**config.mk**
```make
export PLATFORM = sky130hd
export DESIGN_NAME = clap_detector
export DESIGN_NICKNAME = d
export VERILOG_FILES = /design/src/rtl/clap_detector_pkg.sv /design/src/rtl/clap_detector_frame_counter.sv /design/src/rtl/clap_detector.sv
export SDC_FILE = /design/constraint.sdc
export NUM_CORES = 1
export LEC_CHECK = 0
export ABC_AREA = 0
export CAP_MARGIN = 20
export CELL_PAD_IN_SITES_DETAIL_PLACEMENT = 1
export CELL_PAD_IN_SITES_GLOBAL_PLACEMENT = 2
export CORE_UTILIZATION = 30
export CTS_CLUSTER_DIAMETER = 40
export DETAILED_ROUTE_END_ITERATION = 12
export GPL_TIMING_DRIVEN = 0
export PLACE_DENSITY_LB_ADDON = 0.3
export SLEW_MARGIN = 20
export SYNTH_ARGS = -nofsm -noshare
export SYNTH_HDL_FRONTEND = slang
export SYNTH_SLANG_ARGS = --single-unit
```
**constraint.sdc**
```tcl
create_clock -name clock -period 2.55 [get_ports clock]
set_input_delay 0.3825 -clock clock [delete_from_list [all_inputs] [get_ports clock]]
set_output_delay 0.3825 -clock clock [all_outputs]
set_load 0.05 [all_outputs]
```
**src/rtl/clap_detector_pkg.sv**
```systemverilog
// -----------------------------------------------------------------------------
// clap_detector_pkg
// Shared definitions for the clap detector:
//   - detector state encodings (also exported on detector_state for LEDs),
//   - default loud threshold and frame-count constants, shared with top2 and
//     the energy stage,
//   - clogb2 / max4 helpers used to size the frame counters.
// -----------------------------------------------------------------------------
package clap_detector_pkg;

    // Encodings are fixed: software and LED decoding depend on these values.
    typedef enum logic [2:0] {
        ST_IDLE    = 3'd0,
        ST_CLAP1   = 3'd1,
        ST_GAP     = 3'd2,
        ST_CLAP2   = 3'd3,
        ST_HOLDOFF = 3'd4,
        ST_NOISE   = 3'd5
    } state_t;

    localparam int          DEF_ENERGY_WIDTH    = 32;
    localparam logic [31:0] DEF_THRESHOLD       = 32'h0010_0000;
    localparam int          DEF_CLAP_MAX_FRAMES = 6;
    localparam int          DEF_MIN_GAP_FRAMES  = 3;
    localparam int          DEF_MAX_GAP_FRAMES  = 40;
    localparam int          DEF_HOLDOFF_FRAMES  = 64;

    // Smallest number of bits r with 2**r >= value (at least 1).
    function automatic int clogb2(input int value);
        int result;
        result = 0;
        for (int i = 0; i < 31; i++) begin
            if ((1 << i) < value) begin
                result = i + 1;
            end
        end
        if (result == 0) begin
            result = 1;
        end
        return result;
    endfunction

    function automatic int max4(input int a, input int b, input int c, input int d);
        int m;
        m = a;
        if (b > m) m = b;
        if (c > m) m = c;
        if (d > m) m = d;
        return m;
    endfunction

endpackage

```
**src/rtl/clap_detector_frame_counter.sv**
```systemverilog
// -----------------------------------------------------------------------------
// clap_detector_frame_counter
// Frame-based counter shared by the clap length, gap, holdoff and noise-quiet
// counters. Every operation is qualified by the frame strobe so the counter
// advances in energy frames, never in raw clock cycles.
//
// Ports:
//   clock     - system clock
//   reset     - asynchronous, active-high reset (count -> 0)
//   frame     - energy_ready strobe; no change happens without it
//   clear     - count <= 0            (highest priority)
//   load_one  - count <= 1
//   inc       - count <= count + 1    (lowest priority)
//   limit     - terminal-count value to compare against
//   count     - current count
//   at_limit  - count == limit
// The owning FSM never requests an increment past the widest limit, so no
// saturation logic is needed here.
// -----------------------------------------------------------------------------
module clap_detector_frame_counter #(
    parameter int CNT_W = 6
) (
    input  logic             clock,
    input  logic             reset,
    input  logic             frame,
    input  logic             clear,
    input  logic             load_one,
    input  logic             inc,
    input  logic [CNT_W-1:0] limit,
    output logic [CNT_W-1:0] count,
    output logic             at_limit
);

    always_ff @(posedge clock or posedge reset) begin
        if (reset) begin
            count <= '0;
        end else if (frame) begin
            if (clear) begin
                count <= '0;
            end else if (load_one) begin
                count <= CNT_W'(1);
            end else if (inc) begin
                count <= count + CNT_W'(1);
            end
        end
    end

    assign at_limit = (count == limit);

endmodule

```
**src/rtl/clap_detector.sv**
```systemverilog
// -----------------------------------------------------------------------------
// clap_detector
// Recognises a "clap-clap" pattern in the per-window energy stream: two short
// loud bursts separated by a bounded quiet gap. Each recognised pattern
// toggles the light state; a holdoff window then ignores further claps.
//
// Ports:
//   clock          - system clock
//   reset          - asynchronous, active-high reset (fully abortive)
//   energy         - energy of the latest window, valid while energy_ready = 1
//   energy_ready   - single-cycle strobe marking one new frame
//   toglite_state  - registered light state
//   toggle_pulse   - one-cycle pulse on the edge the light toggles
//   detector_state - current FSM state (state_t encoding) for debug/LEDs
//
// Handshake: energy_ready is a frame strobe with no back-pressure. Every clock
// edge that sees energy_ready = 1 consumes exactly one frame (back-to-back
// high cycles are separate frames); with energy_ready = 0 everything holds,
// except toggle_pulse, which always clears one cycle after it is raised.
// -----------------------------------------------------------------------------
module clap_detector
    import clap_detector_pkg::*;
#(
    parameter int                      ENERGY_WIDTH    = DEF_ENERGY_WIDTH,
    parameter logic [ENERGY_WIDTH-1:0] THRESHOLD       = ENERGY_WIDTH'(DEF_THRESHOLD),
    parameter int                      CLAP_MAX_FRAMES = DEF_CLAP_MAX_FRAMES,
    parameter int                      MIN_GAP_FRAMES  = DEF_MIN_GAP_FRAMES,
    parameter int                      MAX_GAP_FRAMES  = DEF_MAX_GAP_FRAMES,
    parameter int                      HOLDOFF_FRAMES  = DEF_HOLDOFF_FRAMES
) (
    input  logic                    clock,
    input  logic                    reset,
    input  logic [ENERGY_WIDTH-1:0] energy,
    input  logic                    energy_ready,
    output logic                    toglite_state,
    output logic                    toggle_pulse,
    output logic [2:0]              detector_state
);

    // Wide enough for every value a counter can hold (len and gap reach their
    // limits, the quiet count reaches MIN_GAP_FRAMES, hcnt stops one short).
    localparam int CNT_W = clogb2(max4(HOLDOFF_FRAMES, MAX_GAP_FRAMES + 1,
                                       CLAP_MAX_FRAMES + 1, MIN_GAP_FRAMES + 1));

    localparam logic [CNT_W-1:0] LEN_LAST   = CNT_W'(CLAP_MAX_FRAMES);
    localparam logic [CNT_W-1:0] GAP_LAST   = CNT_W'(MAX_GAP_FRAMES);
    localparam logic [CNT_W-1:0] GAP_MIN    = CNT_W'(MIN_GAP_FRAMES);
    localparam logic [CNT_W-1:0] HOLD_LAST  = CNT_W'(HOLDOFF_FRAMES - 1);
    // NOISE leaves on the quiet frame that brings qcnt up to MIN_GAP_FRAMES,
    // i.e. when the current count is one below it.
    localparam logic [CNT_W-1:0] QUIET_LAST = CNT_W'(MIN_GAP_FRAMES - 1);

    state_t state;
    logic   loud;

    logic             len_load, len_inc, len_at_last;
    logic             gap_load, gap_inc, gap_at_last;
    logic             hold_clear, hold_inc, hold_at_last;
    logic             quiet_clear, quiet_inc, quiet_at_last;
    logic [CNT_W-1:0] len_cnt, gap_cnt, hold_cnt, quiet_cnt;
    logic             gap_met_min;
    logic             unused_cnt_bits;

    assign loud        = (energy >= THRESHOLD);
    assign gap_met_min = (gap_cnt >= GAP_MIN);

    // Only the gap needs a magnitude compare; the others use terminal counts.
    assign unused_cnt_bits = ^{len_cnt, hold_cnt, quiet_cnt};

    // -------------------------------------------------------------------------
    // Counter controls, derived from the state about to be left and the frame
    // classification. The counters themselves only act on energy_ready.
    // -------------------------------------------------------------------------
    always_comb begin
        len_load    = 1'b0;
        len_inc     = 1'b0;
        gap_load    = 1'b0;
        gap_inc     = 1'b0;
        hold_clear  = 1'b0;
        hold_inc    = 1'b0;
        quiet_clear = 1'b0;
        quiet_inc   = 1'b0;
        case (state)
            ST_IDLE: begin
                if (loud) len_load = 1'b1;
            end
            ST_CLAP1, ST_CLAP2: begin
                if (!loud) begin
                    if (state == ST_CLAP1) gap_load   = 1'b1;
                    else                   hold_clear = 1'b1;
                end else if (len_at_last) begin
                    quiet_clear = 1'b1;
                end else begin
                    len_inc = 1'b1;
                end
            end
            ST_GAP: begin
                if (loud) begin
                    if (gap_met_min) len_load    = 1'b1;
                    else             quiet_clear = 1'b1;
                end else if (!gap_at_last) begin
                    gap_inc = 1'b1;
                end
            end
            ST_HOLDOFF: begin
                // On the last holdoff frame hcnt is parked at 0 instead of
                // stepping past its limit.
                if (hold_at_last) begin
                    hold_clear = 1'b1;
                    if (loud) quiet_clear = 1'b1;
                end else begin
                    hold_inc = 1'b1;
                end
            end
            ST_NOISE: begin
                if (loud) quiet_clear = 1'b1;
                else      quiet_inc   = 1'b1;
            end
            default: begin
            end
        endcase
    end

    // -------------------------------------------------------------------------
    // FSM with registered outputs.
    // -------------------------------------------------------------------------
    always_ff @(posedge clock or posedge reset) begin
        if (reset) begin
            state         <= ST_IDLE;
            toglite_state <= 1'b0;
            toggle_pulse  <= 1'b0;
        end else begin
            toggle_pulse <= 1'b0;
            if (energy_ready) begin
                case (state)
                    ST_IDLE: begin
                        if (loud) state <= ST_CLAP1;
                    end
                    ST_CLAP1: begin
                        if (!loud)            state <= ST_GAP;
                        else if (len_at_last) state <= ST_NOISE;
                    end
                    ST_GAP: begin
                        if (loud)             state <= gap_met_min ? ST_CLAP2 : ST_NOISE;
                        else if (gap_at_last) state <= ST_IDLE;
                    end
                    ST_CLAP2: begin
                        if (!loud) begin
                            // First quiet frame after clap 2 completes the pattern.
                            state         <= ST_HOLDOFF;
                            toglite_state <= ~toglite_state;
                            toggle_pulse  <= 1'b1;
                        end else if (len_at_last) begin
                            state <= ST_NOISE;
                        end
                    end
                    ST_HOLDOFF: begin
                        if (hold_at_last) state <= loud ? ST_NOISE : ST_IDLE;
                    end
                    ST_NOISE: begin
                        if (!loud && quiet_at_last) state <= ST_IDLE;
                    end
                    default: begin
                        state <= ST_IDLE;
                    end
                endcase
            end
        end
    end

    assign detector_state = state;

    // -------------------------------------------------------------------------
    // Frame counters.
    // -------------------------------------------------------------------------
    clap_detector_frame_counter #(.CNT_W(CNT_W)) u_len_cnt (
        .clock    (clock),
        .reset    (reset),
        .frame    (energy_ready),
        .clear    (1'b0),
        .load_one (len_load),
        .inc      (len_inc),
        .limit    (LEN_LAST),
        .count    (len_cnt),
        .at_limit (len_at_last)
    );

    clap_detector_frame_counter #(.CNT_W(CNT_W)) u_gap_cnt (
        .clock    (clock),
        .reset    (reset),
        .frame    (energy_ready),
        .clear    (1'b0),
        .load_one (gap_load),
        .inc      (gap_inc),
        .limit    (GAP_LAST),
        .count    (gap_cnt),
        .at_limit (gap_at_last)
    );

    clap_detector_frame_counter #(.CNT_W(CNT_W)) u_hold_cnt (
        .clock    (clock),
        .reset    (reset),
        .frame    (energy_ready),
        .clear    (hold_clear),
        .load_one (1'b0),
        .inc      (hold_inc),
        .limit    (HOLD_LAST),
        .count    (hold_cnt),
        .at_limit (hold_at_last)
    );

    clap_detector_frame_counter #(.CNT_W(CNT_W)) u_quiet_cnt (
        .clock    (clock),
        .reset    (reset),
        .frame    (energy_ready),
        .clear    (quiet_clear),
        .load_one (1'b0),
        .inc      (quiet_inc),
        .limit    (QUIET_LAST),
        .count    (quiet_cnt),
        .at_limit (quiet_at_last)
    );

endmodule

```
==> impl_metrics.tcl, run 1 <==
set metrics [dict create \
    status "completed" \
    tritoncts "yes" \
    crit_fanout 10 \
    fmax_mhz 436 \
    crit_type "input port to register" \
    synth.area.top_cells "dfrtp_1 (41%), ha_1 (5.0%), nor2_1 (4.1%)" \
    io_buffers 19 \
    grt_pass1_vias 1616 \
    start_kind "input port" \
    hold_slack_ps 479 \
    first_pass_iters 4 \
    root_buffer "clkbuf_8" \
    post_drt_via_cell_ratio 5.38 \
    antenna_found_initial 0 \
    rr_worst_depth 7 \
    rsz0062_at_grt "no" \
    drv_slew 0 \
    cts_sinks 29 \
    r2r_slack_ps 280 \
    track_usage 0.169 \
    cp.required_ps 2700 \
    die_height_um 78.6 \
    drive_gt1_frac 0.101 \
    place_hpwl_um 3320 \
    cts_buffers 5 \
    synth.avg_cell_area_um2 9.26 \
    syn2layout_area_growth_pct 21.2 \
    clock_latency_ps 290 \
    gr-total-overflow 0 \
    clk_pin_slew_ps 70 \
    routed_wl_um 4640 \
    synth_top_area_share 0.413 \
    fillers 683 \
    wl_per_cell_um 16.1 \
    rows 27 \
    die_area_um2 6170 \
    cp.arrival_ps 2450 \
    ioPinCount 40 \
    final_area_um2 2130 \
    finalCoreUtilization 0.382 \
    min_path_type "register to register" \
    h-tree-depth 2 \
    clk_path_buf_depth 2 \
    setup_viol 0 \
    synth_enable_flop_cells 0 \
    worst_ir_drop_vdd_mv 0.302 \
    synth_fp_nets 232 \
    p_total_mw 1.56 \
    drc_errors 0 \
    endpoint_kind "register" \
    fin_crit_ps 2290 \
    postSynthCellCount 190 \
    yosysSeqAreaShare 0.413 \
    tightest_slew_ps 965 \
    core_um2 5570 \
    slew_headroom 0.355 \
    cts_hold_buf 0 \
    ctsResizeCount 0 \
    first_iter_violations 88 \
    synth_cell_type_count 47 \
    insertedDiodeCount 0 \
    leakage_nw 0.866 \
    vias 1555 \
    routabilityCongestion 0.754 \
    layout_commonest_cell "dfrtp_1" \
    die_x_um 78.6 \
    postRouteAntennaNets 0 \
    pwr_density_cell_nw_per_um2 730 \
    drv_cap 0 \
    synthFlopType "dfrtp_1" \
    place_inst 281 \
    post_cts_buffers 0 \
    netlist_area_um2 1760 \
    dpl_cell_area_um2 2040 \
    min_path_cells 1 \
    finalHoldViolations 0 \
    yosys_warnings 0 \
    ys_ff_latch 29 \
    layout.nets 258 \
    clock_skew_ps 5.74 \
    async_reset_ff_frac 1.00 \
    finalNonFillerCells 289 \
    grt_pass1_wl_um 7980 \
    grt_max_degree 30 \
    start_util 0.316 \
    yosys.area.top_type "dfrtp_1" \
    fin_crit_sh 0.900 \
    final_cell_mix "dfrtp_1 (29), nor2_1 (19), clkdlybuf4s50_1 (19)" \
]
## worst max-delay path: stages
cell	delay (ps)
clkdlybuf4s50_1	420
nor4_2	410
nand3_1	310
clkbuf_1	320
nor4_1	390
xnor2_1	160
nor2_1	60
## synth_stat cells (3+ instances only)
library cell / instances
nand4_1: 8
inv_1: 8
o21ai_0: 9
nor4_2: 3
nor4_1: 3
clkbuf_1: 3
and3_1: 4
nand2_1: 18
nor2_1: 19
o31ai_1: 6
or3_1: 3
nor3_1: 5
or4_1: 5
nand3_1: 8
xor2_1: 7
ha_1: 7
dfrtp_1: 29
a21oi_1: 9
xnor2_1: 5
## metal layers
layer  GRT usage  part of all wire  vias up
met5           0                 0        -
met2       0.275              0.48       32
li1            -                 -      745
met1       0.212              0.48      774
met4      0.0556             0.012        0
met3      0.0500             0.033        4
## state kept, by name, summed over array words and instances, names as in the netlist
register and flops:
detector_state 3, u_hold_cnt.count 6, u_quiet_cnt.count 6, toggle_pulse 1
u_len_cnt.count 6, u_gap_cnt.count 6, toglite_state 1
## kinds of logic after synthesis
group,share of synthesized area
AO/OA/AOI/OAI,0.145
XOR/XNOR,0.0597
adder cells (fa/ha/maj),0.0555
buffers and inverters,0.0348
flip-flops,0.413
multiplexers,0.0128
AND/OR/NAND/NOR,0.280
## path summary, 6_finish.rpt
kind / from / to
max reg2reg: u_gap_cnt.count[0] / u_quiet_cnt.count[4]
min in group asynchronous: reset / u_quiet_cnt.count[2]
max: energy[29] / u_gap_cnt.count[5]
min: toglite_state / toglite_state
max in group asynchronous: reset / u_gap_cnt.count[5]
min reg2reg: toglite_state / toglite_state
## report_power, final
part	total (mW)	switching, mW	internal, mW
sequential	0.610	0.0856	0.525
clock	0.383	0.195	0.188
combinational	0.562	0.337	0.225
total	1.56	0.618	0.938
## cell type report
| cell class | instances | area (µm²) | area share |
|---|---|---|---|
| Tap cell | 72 | 90.1 | 0.0423 |
| Clock inverter | 3 | 17.5 | 0.00822 |
| Buffer | 5 | 27.5 | 0.0129 |
| Sequential cell | 29 | 726 | 0.340 |
| Multi-Input combinational cell | 147 | 978 | 0.459 |
| Inverter | 9 | 33.8 | 0.0158 |
| Timing Repair Buffer | 19 | 190 | 0.0892 |
| Clock buffer | 5 | 68.8 | 0.0323 |
## metrics by stage
step / TNS (ps) / setup slack [ps]
3_3_place_gp: -266 / -78.7
2_1_floorplan: 0 / 443
5_1_grt: 0 / 54.9
4_1_cts: 0 / 115
3_5_place_dp: -449 / -128
6_report: 0 / 256
No activity file was read; power rests on OpenSTA's default activity.
==> run 2, diff against run 1 <==
Settings changed: CORE_MARGIN set to 4, CTS_CLUSTER_SIZE set to 8.
==> run 2 against run 1 <==
Via count shrank 1.2%. Cell count unchanged. Register-to-register slack better by 70 ps. Combinational power rose by 0.7%. Hold slack better by 21 ps. Clock power grew 55%. Global-route usage is 2.8 points lower. Maximum frequency fell by 0.69%. Sequential power is essentially flat. First-iteration DRC count is 50% lower. Core utilization is 0.62 points higher.
==> impl_metrics.tcl, run 2 (same netlist as run 1, synthesis figures left out) <==
set metrics [dict create \
    io_buffers 19 \
    clock_skew_ps 3.94 \
    worst_ir_drop_vdd_mv 0.334 \
    finalHoldViolations 0 \
    cts_sinks 29 \
    clk_path_buf_depth 2 \
    endpoint_kind "register" \
    core_um2 5610 \
    grt_pass1_vias 1676 \
    finalCoreUtilization 0.389 \
    drive_gt1_frac 0.101 \
    drv_cap 0 \
    rsz0062_at_grt "no" \
    hold_slack_ps 500 \
    start_kind "input port" \
    crit_fanout 10 \
    crit_type "input port to register" \
    first_pass_iters 4 \
    fin_ws_ps 240 \
    antenna_found_initial 0 \
    cts_buffers 5 \
    ioPinCount 40 \
    root_buffer "clkbuf_8" \
    post_drt_via_cell_ratio 5.32 \
    min_path_type "input port to asynchronous set/reset pin" \
    wl_per_cell_um 15.9 \
    place_hpwl_um 3300 \
    fmax_mhz 433 \
    postRouteAntennaNets 0 \
    final_cell_mix "dfrtp_1 (29), nor2_1 (19), clkdlybuf4s50_1 (19)" \
    tritoncts "yes" \
    leakage_nw 0.890 \
    routabilityCongestion 0.776 \
    comb_power_share 0.320 \
    tightest_slew_ps 1010 \
    fin_crit_ps 2310 \
    rows 27 \
    pwr-share-clk 0.335 \
    die_x_um 84.6 \
    drv_slew 0 \
    power_frac_seq 0.345 \
    routed_wl_um 4580 \
    track_usage 0.140 \
    setup_viol 0 \
    gr-total-overflow 0 \
    pre_cts_slack_ps -140 \
    insertedDiodeCount 0 \
    h-tree-depth 2 \
    pwr_density_cell_nw_per_um2 812 \
    switching_power_uw 631 \
    layout.nets 258 \
    swShare 0.357 \
    status "completed" \
    vias 1537 \
    syn2layout_area_growth_pct 23.9 \
    setup_tns_ps 0 \
    cp.arrival_ps 2470 \
    first_iter_violations 44 \
    slew_headroom 0.325 \
    layout_commonest_cell "dfrtp_1" \
    cp.required_ps 2710 \
    clock_latency_ps 290 \
    grt_max_degree 30 \
    start_util 0.314 \
    drc_errors 0 \
    p_int_mw 1.14 \
    die_height_um 84.6 \
    clk_pin_slew_ps 70 \
    fin_crit_sh 0.906 \
    die_area_um2 7150 \
    grt_pass1_wl_um 8090 \
]
## run 2: cell count changes in the layout (fill, tap and decap cells not counted)
cell | previous run | this run
bufinv_16 | 0 | 2
clkinv_2 | 2 | 1
clkinvlp_4 | 1 | 0
## run 2: path summary, 6_finish.rpt
| check | depth (start not counted) | start | to | slack [ps] |
|---|---|---|---|---|
| worst max register to register | 7 | u_gap_cnt.count[0] | u_quiet_cnt.count[5] | 350 |
| worst min-delay path | 2 | reset | u_quiet_cnt.count[3] | 500 |
| min in group clock | 1 | toglite_state | toglite_state | 500 |
| worst min register to register | 1 | toglite_state | toglite_state | 500 |
| max in group asynchronous | 2 | reset | u_hold_cnt.count[2] | 1620 |
| worst max-delay path | 7 | energy[30] | u_gap_cnt.count[4] | 240 |
## run 2: what timing repair did
action | CTS | global route
endpoints found under the setup margin | 0 | 4
endpoints found under the hold margin | 0 | 0
setup buffers | 0 | 0
resized for setup | 0 | 1
hold buffers | 0 | 0
## run 2: cell type report
| cell class | count | area (µm²) |
|---|---|---|
| clock buffer | 5 | 68.8 |
| sequential | 29 | 726 |
| buffer | 5 | 27.5 |
| timing repair buffer | 19 | 190 |
| tap | 72 | 90.1 |
| clock inverter | 3 | 65.1 |
| inverter | 9 | 33.8 |
| multi-input combinational | 147 | 978 |
| fill | 677 | 3430 |
## run 2: power groups by stage
stage | sequential, mW | clock (mW) | combinational [mW]
after floorplan | 0.652 | 0 | 0.347
after global placement | 0.618 | 0 | 0.554
after detailed placement | 0.619 | 0 | 0.560
after CTS | 0.612 | 0.605 | 0.568
after global routing | 0.623 | 0.627 | 0.637
final | 0.610 | 0.593 | 0.566
## run 2: routing by layer
layer	track usage	wire (µm)	part of all wire
met1	0.184	2240	0.49
met2	0.218	2050	0.45
met3	0.0334	190	0.041
met4	0.0647	102	0.022
met5	0	0	0
## run 2: per-stage QoR
stage / power (mW) / area [µm²] / cells
5_1_grt: 1.89 / 2180 / 289
3_5_place_dp: 1.18 / 2040 / 281
4_1_cts: 1.79 / 2170 / 289
6_report: 1.77 / 2180 / 289
3_3_place_gp: 1.17 / 2040 / 281
2_1_floorplan: 0.999 / 1760 / 190
## run 2: critical path, cell delays in order
cell	delay [ps]
clkdlybuf4s50_1	410
nor4_2	420
nand3_1	300
clkbuf_1	310
nor4_1	420
xnor2_1	170
nor2_1	50
